<file path="config.mk">
export PLATFORM = sky130hd
export DESIGN_NAME = csr_unit
export DESIGN_NICKNAME = d
export VERILOG_FILES = /design/src/rtl/csr_unit.sv
export SDC_FILE = /design/constraint.sdc
export NUM_CORES = 1
export LEC_CHECK = 0
export CORE_MARGIN = 2
export CORE_UTILIZATION = 49
export CTS_BUF_LIST = sky130_fd_sc_hd__clkbuf_16
export CTS_CLUSTER_DIAMETER = 60
export DETAILED_ROUTE_END_ITERATION = 7
export PLACE_DENSITY = 0.87
export SLEW_MARGIN = 10
export SYNTH_ARGS = -nofsm -noshare
export SYNTH_HDL_FRONTEND = slang
export SYNTH_SLANG_ARGS = --single-unit
</file>
<file path="constraint.sdc">
create_clock -name clk -period 3.6 [get_ports clk]
set_clock_uncertainty 0.1 [all_clocks]
set_input_delay 1.08 -clock clk [delete_from_list [all_inputs] [get_ports clk]]
set_output_delay 1.08 -clock clk [all_outputs]
set_load 0.01 [all_outputs]
</file>
<file path="src/rtl/csr_unit.sv">
// csr_unit: machine-mode CSR file and trap sequencer for the RV32I pipeline.
// Services CSRRW, samples timer/external interrupts and issues one-cycle PC redirects.
module csr_unit #(
  parameter bit MCYCLE_EN = 1'b1
) (
  input  logic        clk,
  input  logic        rst_n,
  input  logic        csr_rd,
  input  logic        csr_wr,
  input  logic        is_mret,
  input  logic [31:0] inst,
  input  logic [31:0] wdata,
  input  logic [31:0] pc,
  input  logic        irq_ok,
  input  logic        timer_irq,
  input  logic        ext_irq,
  output logic [31:0] rdata,
  output logic        epc_taken,
  output logic [31:0] epc_pc
);
  localparam logic [11:0] ADDR_MSTATUS = 12'h300;
  localparam logic [11:0] ADDR_MIE     = 12'h304;
  localparam logic [11:0] ADDR_MTVEC   = 12'h305;
  localparam logic [11:0] ADDR_MEPC    = 12'h341;
  localparam logic [11:0] ADDR_MCAUSE  = 12'h342;
  localparam logic [11:0] ADDR_MIP     = 12'h344;
  localparam logic [11:0] ADDR_MCYCLE  = 12'hB00;
  localparam logic [11:0] ADDR_MCYCLEH = 12'hB80;

  typedef enum logic {S_IDLE = 1'b0, S_REDIRECT = 1'b1} state_t;

  state_t      r_state;
  logic        r_mie, r_mpie, r_mtie, r_meie, r_mtip, r_meip;
  logic [31:0] r_mtvec, r_mepc, r_mcause, r_epc_pc;
  logic [63:0] r_mcycle;
  logic        r_epc_taken;

  logic [11:0] w_addr;
  logic        w_pend_e, w_pend_t, w_take, w_mret;
  logic [3:0]  w_cause;
  logic [31:0] w_trap_pc, w_csr_val;
  logic        w_unused;

  assign w_addr    = inst[31:20];
  assign w_unused  = ^inst[19:0];
  assign w_pend_e  = r_meip & r_meie;
  assign w_pend_t  = r_mtip & r_mtie;
  assign w_cause   = w_pend_e ? 4'd11 : 4'd7;
  assign w_mret    = (r_state == S_IDLE) && is_mret;
  // A CSR write defers the take so the interrupt sees the freshly written mie/mstatus.
  assign w_take    = (r_state == S_IDLE) && irq_ok && r_mie && (w_pend_e || w_pend_t)
                     && !csr_wr && !is_mret;
  assign w_trap_pc = {r_mtvec[31:2], 2'b00}
                     + (r_mtvec[0] ? {26'd0, w_cause, 2'b00} : 32'd0);

  // CSR read multiplexer.
  always_comb begin
    w_csr_val = 32'd0;
    case (w_addr)
      ADDR_MSTATUS: w_csr_val = {24'd0, r_mpie, 3'd0, r_mie, 3'd0};
      ADDR_MIE:     w_csr_val = {20'd0, r_meie, 3'd0, r_mtie, 7'd0};
      ADDR_MTVEC:   w_csr_val = r_mtvec;
      ADDR_MEPC:    w_csr_val = r_mepc;
      ADDR_MCAUSE:  w_csr_val = r_mcause;
      ADDR_MIP:     w_csr_val = {20'd0, r_meip, 3'd0, r_mtip, 7'd0};
      ADDR_MCYCLE:  w_csr_val = r_mcycle[31:0];
      ADDR_MCYCLEH: w_csr_val = r_mcycle[63:32];
      default:      w_csr_val = 32'd0;
    endcase
  end

  assign rdata     = (csr_rd && rst_n) ? w_csr_val : 32'd0;
  assign epc_taken = r_epc_taken;
  assign epc_pc    = r_epc_pc;

  // Interrupt pending flops sampling the level-sensitive sources.
  always_ff @(posedge clk) begin
    if (!rst_n) begin
      r_mtip <= 1'b0;
      r_meip <= 1'b0;
    end else begin
      r_mtip <= timer_irq;
      r_meip <= ext_irq;
    end
  end

  // Free-running cycle counter; a write to either half replaces the increment.
  always_ff @(posedge clk) begin
    if (!rst_n || !MCYCLE_EN) begin
      r_mcycle <= 64'd0;
    end else if (csr_wr && (w_addr == ADDR_MCYCLE)) begin
      r_mcycle[31:0] <= wdata;
    end else if (csr_wr && (w_addr == ADDR_MCYCLEH)) begin
      r_mcycle[63:32] <= wdata;
    end else begin
      r_mcycle <= r_mcycle + 64'd1;
    end
  end

  // Trap sequencer and the CSRs it shares with software writes.
  always_ff @(posedge clk) begin
    if (!rst_n) begin
      r_state     <= S_IDLE;
      r_mie       <= 1'b0;
      r_mpie      <= 1'b0;
      r_mtie      <= 1'b0;
      r_meie      <= 1'b0;
      r_mtvec     <= 32'd0;
      r_mepc      <= 32'd0;
      r_mcause    <= 32'd0;
      r_epc_taken <= 1'b0;
      r_epc_pc    <= 32'd0;
    end else begin
      if (csr_wr) begin
        case (w_addr)
          ADDR_MSTATUS: begin
            r_mie  <= wdata[3];
            r_mpie <= wdata[7];
          end
          ADDR_MIE: begin
            r_mtie <= wdata[7];
            r_meie <= wdata[11];
          end
          ADDR_MTVEC:  r_mtvec  <= {wdata[31:2], 1'b0, wdata[0]};
          ADDR_MEPC:   r_mepc   <= {wdata[31:2], 2'b00};
          ADDR_MCAUSE: r_mcause <= wdata;
          default: ;
        endcase
      end
      case (r_state)
        S_IDLE: begin
          if (w_mret) begin
            r_mie       <= r_mpie;
            r_mpie      <= 1'b1;
            r_epc_taken <= 1'b1;
            r_epc_pc    <= r_mepc;
            r_state     <= S_REDIRECT;
          end else if (w_take) begin
            r_mepc      <= pc;
            r_mcause    <= {1'b1, 27'd0, w_cause};
            r_mpie      <= r_mie;
            r_mie       <= 1'b0;
            r_epc_taken <= 1'b1;
            r_epc_pc    <= w_trap_pc;
            r_state     <= S_REDIRECT;
          end else begin
            r_epc_taken <= 1'b0;
          end
        end
        S_REDIRECT: begin
          r_epc_taken <= 1'b0;
          r_state     <= S_IDLE;
        end
        default: begin
          r_epc_taken <= 1'b0;
          r_state     <= S_IDLE;
        end
      endcase
    end
  end
endmodule

</file>
==> flow_metrics.tcl <==
set metrics [dict create \
    cts_tree "built" \
    numCtsBuffers 17 \
    io_pins 169 \
    critPathTopFamily "simple AND/OR/NAND/NOR gates" \
    cpPeakStageDelay_ns 0.33 \
    h-tree-depth 4 \
    drive_gt1_share_pct 18.8 \
    grt_usage_pct 35.4 \
    core_mm2 0.0218 \
    fin_crit_sh_pct 111 \
    ys_warn_count 0 \
    crit_path_frequent_cell "buf_12" \
    dp_hpwl_um 29300 \
    overflow 0 \
    netlist_instances 1373 \
    critical_path_arrival_ns 2.83 \
    diodes 0 \
    initial_core_util_pct 49.8 \
    syn_to_final_growth_pct 31.5 \
    ys_seq_area_share_pct 36.5 \
    powerDensity_mw_per_mm2 324 \
    irDropWorstVdd_mv 0.284 \
    synth_seq_cells 198 \
    cp_max_fo 5 \
    grt_max_degree 99 \
    hold_path.class "reg2reg" \
    cp.required_ns 2.42 \
    vias_per_cell 6.81 \
    syn-cell-area_mm2 0.0109 \
    cp_cell_sequence "buf_6 > and4bb_2 > and4b_1 > and2_4 > a221o_1 > nand3_4 > buf_12 > buf_12 > a21oi_2 > buf_2" \
    synth_enable_flop_cells 0 \
    path_buf_inv 4 \
    period_needed_ns 4.01 \
    port_buffers 148 \
    clock-sinks 198 \
    nets 1666 \
    critPathKind "in2out" \
    detail_route.wl_per_cell_um 23.1 \
    start_kind "input pin" \
    root_buffer "clkbuf_16" \
    finalHoldViolCount 0 \
    grt_pass1_vias 11903 \
    clk_pin_slew_ns 0.07 \
    dr.pass1.iters 8 \
    finalWirelength_um 42800 \
    place.gp.congestion 1.00 \
    num_vias 12585 \
    place_area_mm2 0.0132 \
    grt_pass1_wl_um 66300 \
    rsz0062_at_grt "yes" \
    max_cap_violations 0 \
    initialDrtViolationCount 2122 \
    worst_pin_slew_ns 1.12 \
    syn_area_per_cell_um2 7.92 \
    pre_cts_slack_ns -1.25 \
    clk_latency_ns 0.44 \
    status "complete, but fails checks" \
    violations "design-rule violations, negative setup slack" \
    synth_flop_cell "dfxtp_1" \
    dieHeight_um 153 \
    crit_slowest_cell "and4bb_2" \
    rows 54 \
    power_leakage_uw 0.00498 \
    drc_errors 12 \
    finalCoreUtilization_pct 65.5 \
    ys_types 73 \
    antenna_found_initial 3 \
    clock.fmax_mhz 250 \
    holdWs_ns 0.360 \
    crit_path_end_kind "primary output" \
    slew_violations 0 \
    async_reset_ff_share_pct 0 \
    die_x_um 153 \
    setup_ws_ns -0.407 \
    design_area_mm2 0.0143 \
    setup_viol 32 \
    drt.antenna.violating_nets 0 \
    die-area_mm2 0.0234 \
    slew_headroom_pct 24.7 \
    syn_nets 1483 \
    cts_hold_buffers 0 \
    ctsLongestPathBuffers 2 \
]
-- tightest hold or removal path: stages (launching register included) --
cell     delay, ns
dfxtp_1       0.31
nand2_1       0.05
a21oi_1       0.05
-- placed cells by master (no fill, tap or decap), drive strengths merged, types with 40 or more instances in the layout --
| cell type | n |
|---|---|
| nand4 | 40 |
| nand2 | 200 |
| dfxtp | 198 |
| nand3 | 53 |
| a22oi | 46 |
| buf | 177 |
| a21oi | 193 |
| nor2 | 70 |
| clkdlybuf4s50 | 103 |
| mux2i | 45 |
| o21ai | 81 |
-- cell type report --
class	count	area (µm²)
clock buffer	17	425
fill	1709	7530
tap	280	350
timing repair buffer	283	2580
sequential	198	3960
multi-input combinational	1047	6740
inverter	9	33.8
clock inverter	15	201
-- flip-flops by register name, indices dropped and copies added, names as in the netlist, 31 cells and up --
signal,count
r_mcause,32
r_mcycle,64
r_mepc,32
r_mtvec,31
epc_pc,32
-- stage by stage --
stage / TNS [ns] / std cells / power, µW
3_3_place_gp: -37.59 / 1793 / 2590
4_1_cts: -10.55 / 1848 / 4610
6_report: -11.49 / 1849 / 4630
3_5_place_dp: -39.22 / 1793 / 2590
2_1_floorplan: -0.0407 / 1373 / 2370
5_1_grt: -12.90 / 1849 / 4740
-- kinds of logic after synthesis --
family / synth area share, %
flops: 36.5
fa+ha+maj: 0.760
compound gates: 25.2
buf+inv: 5.16
mux: 5.08
xor+xnor: 4.19
simple gates: 23.2
-- power breakdown --
part / internal (µW) / switching [µW] / total [µW]
sequential: 2200 / 14.2 / 2220
combinational: 152 / 188 / 339
clock: 1170 / 904 / 2080
-- path summary, 6_finish.rpt --
check	start	to	slack, ns	depth (start not counted)
worst max-delay path	inst[24]	rdata[1]	-0.41	10
worst min-delay path	r_mcause[5]	r_mcause[5]	0.36	2
worst max register to register	r_mcycle[0]	r_mcycle[24]	0.79	7
worst min register to register	r_mcause[5]	r_mcause[5]	0.36	2
-- cells in the mapped netlist (4+ instances only) --
cell type / n / share of area [%]
nor3_1: 21 / 0.97
mux2_2: 9 / 0.93
a32oi_1: 4 / 0.32
ha_1: 5 / 0.58
o21ai_0: 80 / 3.7
a221oi_1: 5 / 0.40
xnor2_1: 21 / 1.7
clkbuf_1: 69 / 2.4
xor2_1: 31 / 2.5
nor3b_1: 4 / 0.28
o221ai_1: 16 / 1.3
and3_1: 30 / 1.7
buf_1: 5 / 0.17
a222oi_1: 31 / 2.9
a21oi_1: 193 / 8.9
a41oi_1: 5 / 0.40
inv_1: 8 / 0.28
nand2_1: 199 / 6.9
nor2_1: 68 / 2.3
dfxtp_1: 198 / 36
o21a_1: 5 / 0.35
o22ai_1: 12 / 0.69
nand4_1: 37 / 2.1
a22oi_1: 46 / 3.2
a31oi_1: 16 / 0.92
nor4_1: 11 / 0.63
buf_2: 35 / 1.6
and4_1: 17 / 1.4
nand3_1: 51 / 2.3
mux2i_1: 45 / 4.1
buf_4: 7 / 0.48
a211oi_1: 11 / 0.76
and2_1: 12 / 0.69
-- timing repair --
| action | 4_1_cts | 5_1_grt |
|---|---|---|
| buffers inserted | 23 | 0 |
| resized for setup | 243 | 19 |
| endpoints found under the setup margin | 32 | 32 |
| pin swaps | 14 | 2 |
| cloned | 0 | 1 |
| endpoints found under the hold margin | 0 | 0 |
-- layer usage --
metal  wire, µm  part of all wire (%)  track usage [%]  up-vias
li1           -                     -                -     5465
met1      16000                    37             46.0     5887
met2      18900                    44             55.5     1005
met3       5210                    12             7.29      222
met4       2650                   6.2             18.7        6
met5         34                 0.079                0        -
Power figures use the tool's default switching activity.
